### src/rtl/cmd_q_pkg.sv
// Shared types and constants for the command queue controller.
package cmd_q_pkg;

  // Byte assembly state: waiting for the high byte or the low byte of a command.
  typedef enum logic {
    WAIT_HI = 1'b0,
    WAIT_LO = 1'b1
  } asm_state_t;

  localparam int CMD_W        = 16;
  localparam int FAST_TMO_CYC = 1024;

  // Effective inter-byte timeout; simulation builds use a short fixed value.
  function automatic int tmo_sel(input int tmo_cyc, input bit fast_sim);
    return fast_sim ? FAST_TMO_CYC : tmo_cyc;
  endfunction

endpackage

### src/rtl/cmd_queue_ctrl_if.sv
// Byte-in / command-out handshake bundle between UART receiver, queue and cmd_proc.
interface cmd_queue_ctrl_if #(parameter int DEPTH = 4);

  localparam int CNT_W = $clog2(DEPTH) + 1;

  logic [7:0]                  rx_data;
  logic                        rx_rdy;
  logic                        clr_rx_rdy;
  logic [cmd_q_pkg::CMD_W-1:0] cmd;
  logic                        cmd_rdy;
  logic                        clr_cmd_rdy;
  logic                        flush;
  logic [CNT_W-1:0]            cmd_cnt;
  logic                        overflow;
  logic                        frame_err;

  // Queue controller side.
  modport slave (
    input  rx_data, rx_rdy, clr_cmd_rdy, flush,
    output clr_rx_rdy, cmd, cmd_rdy, cmd_cnt, overflow, frame_err
  );

  // Host side (byte source and command consumer).
  modport master (
    output rx_data, rx_rdy, clr_cmd_rdy, flush,
    input  clr_rx_rdy, cmd, cmd_rdy, cmd_cnt, overflow, frame_err
  );

endinterface

### src/rtl/cmd_fifo.sv
// Flop-based command FIFO. The head is kept in its own register so cmd holds
// its last value once the queue drains, and is cleared to zero by flush/reset.
module cmd_fifo
  import cmd_q_pkg::*;
#(
  parameter int DEPTH = 4
) (
  input  logic                       clk,
  input  logic                       rst_n,
  input  logic                       push_i,
  input  logic                       pop_i,
  input  logic [CMD_W-1:0]           din_i,
  input  logic                       flush_i,
  output logic [CMD_W-1:0]           dout_o,
  output logic [$clog2(DEPTH):0]     cnt_o,
  output logic                       full_o,
  output logic                       empty_o
);

  localparam int PTR_W = $clog2(DEPTH);
  localparam int CNT_W = PTR_W + 1;

  logic [CMD_W-1:0] mem_q [DEPTH];
  logic [PTR_W-1:0] rd_ptr_q, wr_ptr_q, rd_ptr_nxt;
  logic [CNT_W-1:0] cnt_q, cnt_d;
  logic [CMD_W-1:0] head_q, head_d;
  logic             push_eff, pop_eff;

  assign empty_o  = (cnt_q == '0);
  assign full_o   = (cnt_q == CNT_W'(DEPTH));
  // A pop on an empty queue is ignored; a push on a full queue only lands if a pop frees a slot.
  assign pop_eff  = pop_i && !empty_o;
  assign push_eff = push_i && (!full_o || pop_eff);
  assign rd_ptr_nxt = rd_ptr_q + 1'b1;

  assign dout_o = head_q;
  assign cnt_o  = cnt_q;

  // Next occupancy and next head-of-queue value.
  always_comb begin
    cnt_d  = cnt_q;
    head_d = head_q;
    if (push_eff && !pop_eff)      cnt_d = cnt_q + 1'b1;
    else if (pop_eff && !push_eff) cnt_d = cnt_q - 1'b1;

    if (cnt_d != '0) begin
      if (pop_eff)      head_d = (cnt_q == CNT_W'(1)) ? din_i : mem_q[rd_ptr_nxt];
      else if (empty_o) head_d = din_i;
    end
  end

  // Storage, pointers, occupancy and head register.
  always_ff @(posedge clk or negedge rst_n) begin
    if (!rst_n) begin
      for (int i = 0; i < DEPTH; i++) mem_q[i] <= '0;
      rd_ptr_q <= '0;
      wr_ptr_q <= '0;
      cnt_q    <= '0;
      head_q   <= '0;
    end else if (flush_i) begin
      rd_ptr_q <= '0;
      wr_ptr_q <= '0;
      cnt_q    <= '0;
      head_q   <= '0;
    end else begin
      if (push_eff) begin
        mem_q[wr_ptr_q] <= din_i;
        wr_ptr_q        <= wr_ptr_q + 1'b1;
      end
      if (pop_eff) rd_ptr_q <= rd_ptr_nxt;
      cnt_q  <= cnt_d;
      head_q <= head_d;
    end
  end

endmodule

### src/rtl/cmd_queue_ctrl.sv
// Assembles UART bytes into 16-bit commands (high byte first) and queues them for cmd_proc.
//
// state   | meaning
// WAIT_HI | idle, next byte received is a command high byte
// WAIT_LO | high byte held, waiting for low byte; inter-byte timer running
module cmd_queue_ctrl
  import cmd_q_pkg::*;
#(
  parameter int DEPTH    = 4,
  parameter int TMO_CYC  = 1_000_000,
  parameter bit FAST_SIM = 1'b0
) (
  input  logic             clk,
  input  logic             rst_n,
  cmd_queue_ctrl_if.slave  bus
);

  localparam int TMO_EFF = tmo_sel(TMO_CYC, FAST_SIM);
  localparam int TMR_W   = $clog2(TMO_EFF);
  localparam logic [TMR_W-1:0] TMR_LAST = TMR_W'(TMO_EFF - 1);

  asm_state_t       state_q;
  logic [7:0]       hi_byte_q;
  logic [TMR_W-1:0] tmr_q;
  logic             frame_err_q;
  logic             overflow_q;

  logic             push, pop, timeout;
  logic             fifo_full, fifo_empty;
  logic [CMD_W-1:0] fifo_dout;
  logic [$clog2(DEPTH):0] fifo_cnt;

  // Every presented byte is consumed in its own cycle, including during flush.
  assign bus.clr_rx_rdy = bus.rx_rdy & rst_n;

  assign push    = (state_q == WAIT_LO) && bus.rx_rdy && !bus.flush;
  assign pop     = bus.clr_cmd_rdy && !bus.flush;
  // A byte arriving on the last timer cycle still completes the command.
  assign timeout = (state_q == WAIT_LO) && !bus.rx_rdy && (tmr_q == TMR_LAST);

  // Assembly FSM with byte timer, frame error pulse and sticky overflow.
  always_ff @(posedge clk or negedge rst_n) begin
    if (!rst_n) begin
      state_q     <= WAIT_HI;
      hi_byte_q   <= '0;
      tmr_q       <= '0;
      frame_err_q <= 1'b0;
      overflow_q  <= 1'b0;
    end else if (bus.flush) begin
      state_q     <= WAIT_HI;
      hi_byte_q   <= '0;
      tmr_q       <= '0;
      frame_err_q <= 1'b0;
      overflow_q  <= 1'b0;
    end else begin
      frame_err_q <= timeout;
      // Full without a simultaneous pop means the completed command is lost.
      if (push && fifo_full && !pop) overflow_q <= 1'b1;
      case (state_q)
        WAIT_HI: begin
          if (bus.rx_rdy) begin
            hi_byte_q <= bus.rx_data;
            tmr_q     <= '0;
            state_q   <= WAIT_LO;
          end
        end
        WAIT_LO: begin
          if (bus.rx_rdy)        state_q <= WAIT_HI;
          else if (timeout)      state_q <= WAIT_HI;
          else if (tmr_q != TMR_LAST) tmr_q <= tmr_q + 1'b1;
        end
        default: state_q <= WAIT_HI;
      endcase
    end
  end

  cmd_fifo #(.DEPTH(DEPTH)) u_fifo (
    .clk     (clk),
    .rst_n   (rst_n),
    .push_i  (push),
    .pop_i   (pop),
    .din_i   ({hi_byte_q, bus.rx_data}),
    .flush_i (bus.flush),
    .dout_o  (fifo_dout),
    .cnt_o   (fifo_cnt),
    .full_o  (fifo_full),
    .empty_o (fifo_empty)
  );

  assign bus.cmd       = fifo_dout;
  assign bus.cmd_rdy   = !fifo_empty;
  assign bus.cmd_cnt   = fifo_cnt;
  assign bus.overflow  = overflow_q;
  assign bus.frame_err = frame_err_q;

endmodule

### src/flat_wrapper.sv
// flat-port wrapper written by rule: the top's interface ports become plain ports
module cmd_queue_ctrl_flat import cmd_q_pkg::*;
#(
  parameter int DEPTH    = 4,
  parameter int TMO_CYC  = 1_000_000,
  parameter bit FAST_SIM = 1'b0
)
  (clk, rst_n, bus_rx_data, bus_rx_rdy, bus_clr_cmd_rdy, bus_flush, bus_clr_rx_rdy, bus_cmd, bus_cmd_rdy, bus_cmd_cnt, bus_overflow, bus_frame_err);
  cmd_queue_ctrl_if #(.DEPTH(DEPTH)) bus_i ();
  input  logic clk;
  input  logic rst_n;
  input wire logic [$bits(bus_i.rx_data)-1:0] bus_rx_data;
  input wire logic [$bits(bus_i.rx_rdy)-1:0] bus_rx_rdy;
  input wire logic [$bits(bus_i.clr_cmd_rdy)-1:0] bus_clr_cmd_rdy;
  input wire logic [$bits(bus_i.flush)-1:0] bus_flush;
  output wire logic [$bits(bus_i.clr_rx_rdy)-1:0] bus_clr_rx_rdy;
  output wire logic [$bits(bus_i.cmd)-1:0] bus_cmd;
  output wire logic [$bits(bus_i.cmd_rdy)-1:0] bus_cmd_rdy;
  output wire logic [$bits(bus_i.cmd_cnt)-1:0] bus_cmd_cnt;
  output wire logic [$bits(bus_i.overflow)-1:0] bus_overflow;
  output wire logic [$bits(bus_i.frame_err)-1:0] bus_frame_err;
  assign bus_i.rx_data = bus_rx_data;
  assign bus_i.rx_rdy = bus_rx_rdy;
  assign bus_i.clr_cmd_rdy = bus_clr_cmd_rdy;
  assign bus_i.flush = bus_flush;
  assign bus_clr_rx_rdy = bus_i.clr_rx_rdy;
  assign bus_cmd = bus_i.cmd;
  assign bus_cmd_rdy = bus_i.cmd_rdy;
  assign bus_cmd_cnt = bus_i.cmd_cnt;
  assign bus_overflow = bus_i.overflow;
  assign bus_frame_err = bus_i.frame_err;
  cmd_queue_ctrl #(.DEPTH(DEPTH), .TMO_CYC(TMO_CYC), .FAST_SIM(FAST_SIM)) u_core (.clk(clk), .rst_n(rst_n), .bus(bus_i));
endmodule
### config.mk
export PLATFORM = sky130hd
export DESIGN_NAME = cmd_queue_ctrl_flat
export DESIGN_NICKNAME = d
export VERILOG_FILES = /design/src/rtl/cmd_q_pkg.sv /design/src/rtl/cmd_queue_ctrl_if.sv /design/src/rtl/cmd_fifo.sv /design/src/rtl/cmd_queue_ctrl.sv /design/src/flat_wrapper.sv
export SDC_FILE = /design/constraint.sdc
export NUM_CORES = 1
export LEC_CHECK = 0
export CORE_MARGIN = 2
export CORE_UTILIZATION = 55
export DETAILED_ROUTE_END_ITERATION = 12
export HOLD_SLACK_MARGIN = 0.12
export PLACE_DENSITY = 0.75
export SETUP_SLACK_MARGIN = 0.5
export SLEW_MARGIN = 20
export SYNTH_ARGS = -nofsm -noshare
export SYNTH_HDL_FRONTEND = slang
export SYNTH_SLANG_ARGS = --single-unit
### constraint.sdc
create_clock -name clk -period 3.55 [get_ports clk]
set_input_delay 0.71 -clock clk [delete_from_list [all_inputs] [get_ports clk]]
set_output_delay 0.71 -clock clk [all_outputs]
set_load 0.02 [all_outputs]
==> key figures <==
Placement
  • Pre-CTS WS: between 0.5 and 0.6 ns
  • Cells after DPL: 643
  • Gpl congestion: 0.825
  • Port buffer count: 35
  • Post-DP Area: 6360 sq um
  • Post-DP HPWL: ~7600 microns

Setup path
  • Crit-path cells: clkdlybuf4s50_1 > and2_1 > clkdlybuf4s50_1
  • Max stage delay on crit path: 0.70 ns
  • CP endpoint kind: output pin
  • Top delay family on crit path: buffers and inverters
  • CP arrival: around 2.2 ns
  • Most used cell, CP: clkdlybuf4s50_1
  • Worst-path fanout max: 11
  • Startpoint types: input port
  • WP data required: 2.84 ns
  • Crit-path slowest cell: clkdlybuf4s50_1
  • CP bufs+invs: 2
  • Crit Path Category: in -> out

Synthesis
  • Synthesized-area fraction occupied by adder cells: 0.0191
  • Mapped cell area: 5890 sq um
  • Distinct cells, synth: 49
  • Post-Syn Instances: 487
  • Post-Synth Simple-Gate Area: 0.111
  • Main combinational cell family by area after synthesis: multiplexers
  • Synthesis warning total: 0
  • Top_reg_cell synth: dfrtp_1
  • Multiplexer share of the synthesized area: 0.216
  • Complex-gate fraction of the synthesized area: 0.0826
  • Avg Inst Size Synth: 12.1 sq um
  • Async S/R FF share, synth: 1.00
  • Seq cells post-synth: 118
  • Syn_nets: 509
  • Number of synthesized flops with an enable pin: 0
  • Seq/Total Area, Yosys: 0.501
  • XOR/XNOR Fraction of Synth Area: 0.0342

Detailed routing
  • Antenna Nets Post-Route: 0
  • Via density: 5.76
  • Final wirelength: 12100 microns
  • WL/cell: 17.9 microns
  • DR WL met2: 6010 microns
  • Vias: just under 4000
  • Post-route DRC: 0
  • Met3 wire length: 591 microns
  • Top Metal Used: met4
  • DR pass1 iterations: 4
  • Iteration-0 DRC Markers: 200
  • Metal-1 WL: 5310 microns

Clocking
  • Postcts setup bufs: 0
  • Total CTS buffers: 17
  • Post-CTS sizing: 1
  • Clock sink total: 118
  • Worst skew pair latency: 0.51 ns
  • TritonCTS clock tree: yes
  • CTS H-tree depth: 4
  • Post-CTS Hold Fix Bufs: 0
  • Clock transition at path regs: 0.05 ns
  • Clock tree buffer depth: 2
  • Root buf cell: clkbuf_8

Layout
  • Layout area overhead: 18.0%
  • Commonest non-fill, non-tap cell in the layout: dfrtp_1
  • Commonest non-fill, non-tap cells in the layout: dfrtp_1 (117), mux2_2 (65), nand2_1 (48)
  • Multi-input logic area: 2730 sq um
  • Design area: 6950 sq um
  • Fill cells: around 760
  • FF/Latch Area: 2950 sq um
  • Number of diodes: 0
  • Layout Cells excl Fill: just under 700
  • Final core utilization: 0.670
  • Share of layout cells above drive strength 1: 0.280
  • Nets: 548

STA
  • Final Hold Fails: 0
  • Setup_tns: 0 ns
  • Worst Max-Slew Pin Slew: between 0.9 and 1 ns
  • Skew final: 0.00470 ns
  • Final setup viols: 0
  • Final period util: 0.821
  • RSZ-0062 raised after global routing: no
  • Max frequency: 343 MHz
  • Headroom to the max-slew limit: 0.386
  • Hold WS: around 0.48 ns
  • Max-slew violations: 0
  • Final worst slack: 0.636 ns
  • Period minus WS final: 2.91 ns

Pwr
  • VDD IR-drop max: 0.357 mV
  • Overall Power: around 4.2 mW
  • PwrDens: 603 nW/um^2
  • Pleak: 3.25 nW

Floorplan
  • Die W: 108 microns
  • Initial core utilization: 0.568
  • Die ar.: 11600 sq um
  • Io pins: 36
  • CORE AREA: 10400 sq um
  • DIE HEIGHT: 108 microns
  • Row count: 37

Worst hold path
  • Hold Path Class: in -> async

Job
  • # Max-Cap Violations: 0

GRT
  • First-pass GRT wire length: 19900 microns
  • Total track usage: 0.226
  • Largest net degree at the start of global routing: 76
  • Grt total ovfl: 0
  • Initial antenna violation count: 0
  • Vias in the first global route: 4003

Status
  • Status: finished clean
==> routing by layer <==
layer,vias up,GRT usage
met1,1976,0.305
met2,100,0.361
met5,-,0
met4,0,0.0778
met3,18,0.0545
li1,1794,-
==> cell usage after synthesis (all sizes together) (4+ instances only) <==
cell type	number	area share
inv	21	0.013
a211oi	18	0.032
xnor2	8	0.012
a21oi	30	0.025
mux2	65	0.12
mux2i	18	0.031
nor2	34	0.022
clkbuf	12	0.0076
nand2b	7	0.0079
nor3	4	0.0042
nor2b	5	0.0057
nand3	10	0.0085
buf	15	0.015
mux4	16	0.061
ha	9	0.019
xor2	15	0.022
nand2	49	0.032
dfrtp	118	0.50
==> power by group <==
part | internal, mW | total (mW) | switching (mW)
logic | 0.431 | 0.947 | 0.516
clock network | 1.08 | 1.66 | 0.574
registers | 1.48 | 1.59 | 0.115
total | 2.99 | 4.19 | 1.20
==> kinds of logic (layout without fill, tap and decap cells) <==
group | Yosys count | count (layout)
XOR/XNOR | 23 | 23
flip-flops | 118 | 118
AO/OA/AOI/OAI | 61 | 61
AND/OR/NAND/NOR | 129 | 129
adder cells (fa/ha/maj) | 9 | 9
multiplexers | 99 | 99
buffers and inverters | 48 | 100
==> registers in the layout, summed over array words and instances, names as in the netlist, 2 cells and up <==
name                    count
u_core.u_fifo.rd_ptr_q      2
u_core.hi_byte_q            8
u_core.u_fifo.cnt_o         3
u_core.u_fifo.dout_o       16
u_core.tmr_q               20
u_core.u_fifo.wr_ptr_q      2
u_core.u_fifo.mem_q        64
==> path summary, 6_finish.rpt <==
| kind | startpoint | to | slack [ns] | cells after the start |
|---|---|---|---|---|
| hold / removal | rst_n | u_core.u_fifo.mem_q[40] | 0.48 | 2 |
| min in group clk | u_core.u_fifo.mem_q[46] | u_core.u_fifo.mem_q[46] | 0.50 | 1 |
| setup / recovery | bus_rx_rdy | bus_clr_rx_rdy | 0.64 | 3 |
| setup reg to reg | u_core.u_fifo.cnt_o[1] | u_core.u_fifo.dout_o[1] | 1.15 | 9 |
| max in group asynchronous | rst_n | u_core.u_fifo.cnt_o[0] | 1.93 | 3 |
| hold reg to reg | u_core.u_fifo.mem_q[46] | u_core.u_fifo.mem_q[46] | 0.50 | 1 |
==> layout make-up <==
class | count | share of cell area
repair buffers | 47 | 0.0623
inverters | 21 | 0.0113
flip-flops and latches | 118 | 0.425
multi-input cells | 321 | 0.393
clock buffers | 23 | 0.0700
clock inverters | 9 | 0.0140
well taps | 136 | 0.0245
Power figures use the tool's default switching activity.
==> variant, RTL diff (config.mk and constraints unchanged) <==
`DEPTH` is set to 4 in 4 places; all go to 8.
--- a/src/rtl/cmd_queue_ctrl_if.sv
+++ b/src/rtl/cmd_queue_ctrl_if.sv
@@ -1,5 +1,5 @@
 // Byte-in / command-out handshake bundle between UART receiver, queue and cmd_proc.
-interface cmd_queue_ctrl_if #(parameter int DEPTH = 4);
+interface cmd_queue_ctrl_if #(parameter int DEPTH = 8);
 
   localparam int CNT_W = $clog2(DEPTH) + 1;
 
--- a/src/rtl/cmd_fifo.sv
+++ b/src/rtl/cmd_fifo.sv
@@ -3,7 +3,7 @@
 module cmd_fifo
   import cmd_q_pkg::*;
 #(
-  parameter int DEPTH = 4
+  parameter int DEPTH = 8
 ) (
   input  logic                       clk,
   input  logic                       rst_n,
--- a/src/rtl/cmd_queue_ctrl.sv
+++ b/src/rtl/cmd_queue_ctrl.sv
@@ -6,7 +6,7 @@
 module cmd_queue_ctrl
   import cmd_q_pkg::*;
 #(
-  parameter int DEPTH    = 4,
+  parameter int DEPTH    = 8,
   parameter int TMO_CYC  = 1_000_000,
   parameter bit FAST_SIM = 1'b0
 ) (
--- a/src/flat_wrapper.sv
+++ b/src/flat_wrapper.sv
@@ -1,7 +1,7 @@
 // flat-port wrapper written by rule: the top's interface ports become plain ports
 module cmd_queue_ctrl_flat import cmd_q_pkg::*;
 #(
-  parameter int DEPTH    = 4,
+  parameter int DEPTH    = 8,
   parameter int TMO_CYC  = 1_000_000,
   parameter bit FAST_SIM = 1'b0
 )
Interface: changed (resized bus_cmd_cnt); port bits go from 36 to 37. No check against the original RTL was run, so the function may have changed too.
==> variant against the original RTL <==
- worst setup slack gained 25 ps
- sequential cell count grew 67
- utilization shrank 4.1 points
- largest cell class unchanged
- total power grew 37%
- routed wire length grew 61%
- cell count grew 41%
- highest routed layer unchanged
- global-route usage grew 1.0 points
- area after synthesis grew 54%
- design area grew 48%
==> variant: results <==
set metrics [dict create \
    multi_input_area_share 0.405 \
    num_vias 5838 \
    status "completed" \
    wire_per_inst_microns 20.3 \
    synth_compound_area_frac 0.0644 \
    insertion_delay_ps 440 \
    dr.pass1.iters 6 \
    fin_nets 741 \
    cts_setup_buffers 1 \
    yosysUniqueCellTypes 60 \
    cts.clk_slew.worst_paths_ps 80 \
    grt_pass1_vias 6060 \
    hpwl_microns 12000 \
    synth_fa_ha_area_frac 0.00826 \
    ys_ff_latch 185 \
    crit_family "simple AND/OR/NAND/NOR gates" \
    multi_input_cells 443 \
    seq_area_frac 0.450 \
    drive_above_1_share 0.350 \
    fillers 1268 \
    ys_seq_area_frac 0.509 \
    gr-usage-all-layers 0.236 \
    cp_max_fo 16 \
    final-nonclk-buf-share 0.0562 \
    io_buffers 36 \
    p_leak_uw 0.00465 \
    synth_area_leaders "dfrtp_1 51%, mux2_2 16%, mux4_2 7.9%" \
    n_all_buffers 63 \
    ys_top_cells_by_count "185 x dfrtp_1, 132 x mux2_2, 38 x nand2_1" \
    post_cts_resized 0 \
    peakVddDrop_mv 0.620 \
    post_dp_cell_area_sq_um 9690 \
    arrival_ps 3220 \
    clk_share 0.0570 \
    critPathLaunch "u_core.u_fifo.cnt_o[1]$_DFF_PN0_" \
    cts_root_buffer "clkbuf_16" \
    cp-endpoint "u_core.u_fifo.dout_o[1]$_DFFE_PN0P_" \
]
[variant: changes by cell type after synthesis, moves of 12 or more]
cell / change
a21oi_1: -13
buf_1: +18
clkbuf_1: +12
dfrtp_1: +67
mux2_2: +67
mux4_2: +16
[variant: per-stage QoR]
stage / util / hold WS [ps] / total power, uW / instances / setup WS (ps)
finish: 0.629 / 347 / 5730 / 955 / 661
global route: 0.629 / 519 / 5990 / 955 / 481
CTS: 0.629 / 505 / 5760 / 955 / 544
detailed placement: 0.592 / 490 / 3880 / 922 / 391
global placement: 0.592 / 481 / 3840 / 922 / 399
floorplan: - / 414 / 3430 / 697 / 736
[variant: routing by layer]
metal	up-vias	part of all wire	global-route usage
met1	3031	0.43	0.310
met2	161	0.52	0.403
met3	36	0.042	0.0433
li1	2610	-	-
met4	0	0.017	0.0705
met5	-	0	0
[variant: report_power, final]
group          total, uW  switching (uW)  internal (uW)
Combinational       1430             759            676
Clock               1860             921            942
Sequential          2430             159           2270
Total               5730            1840           3890
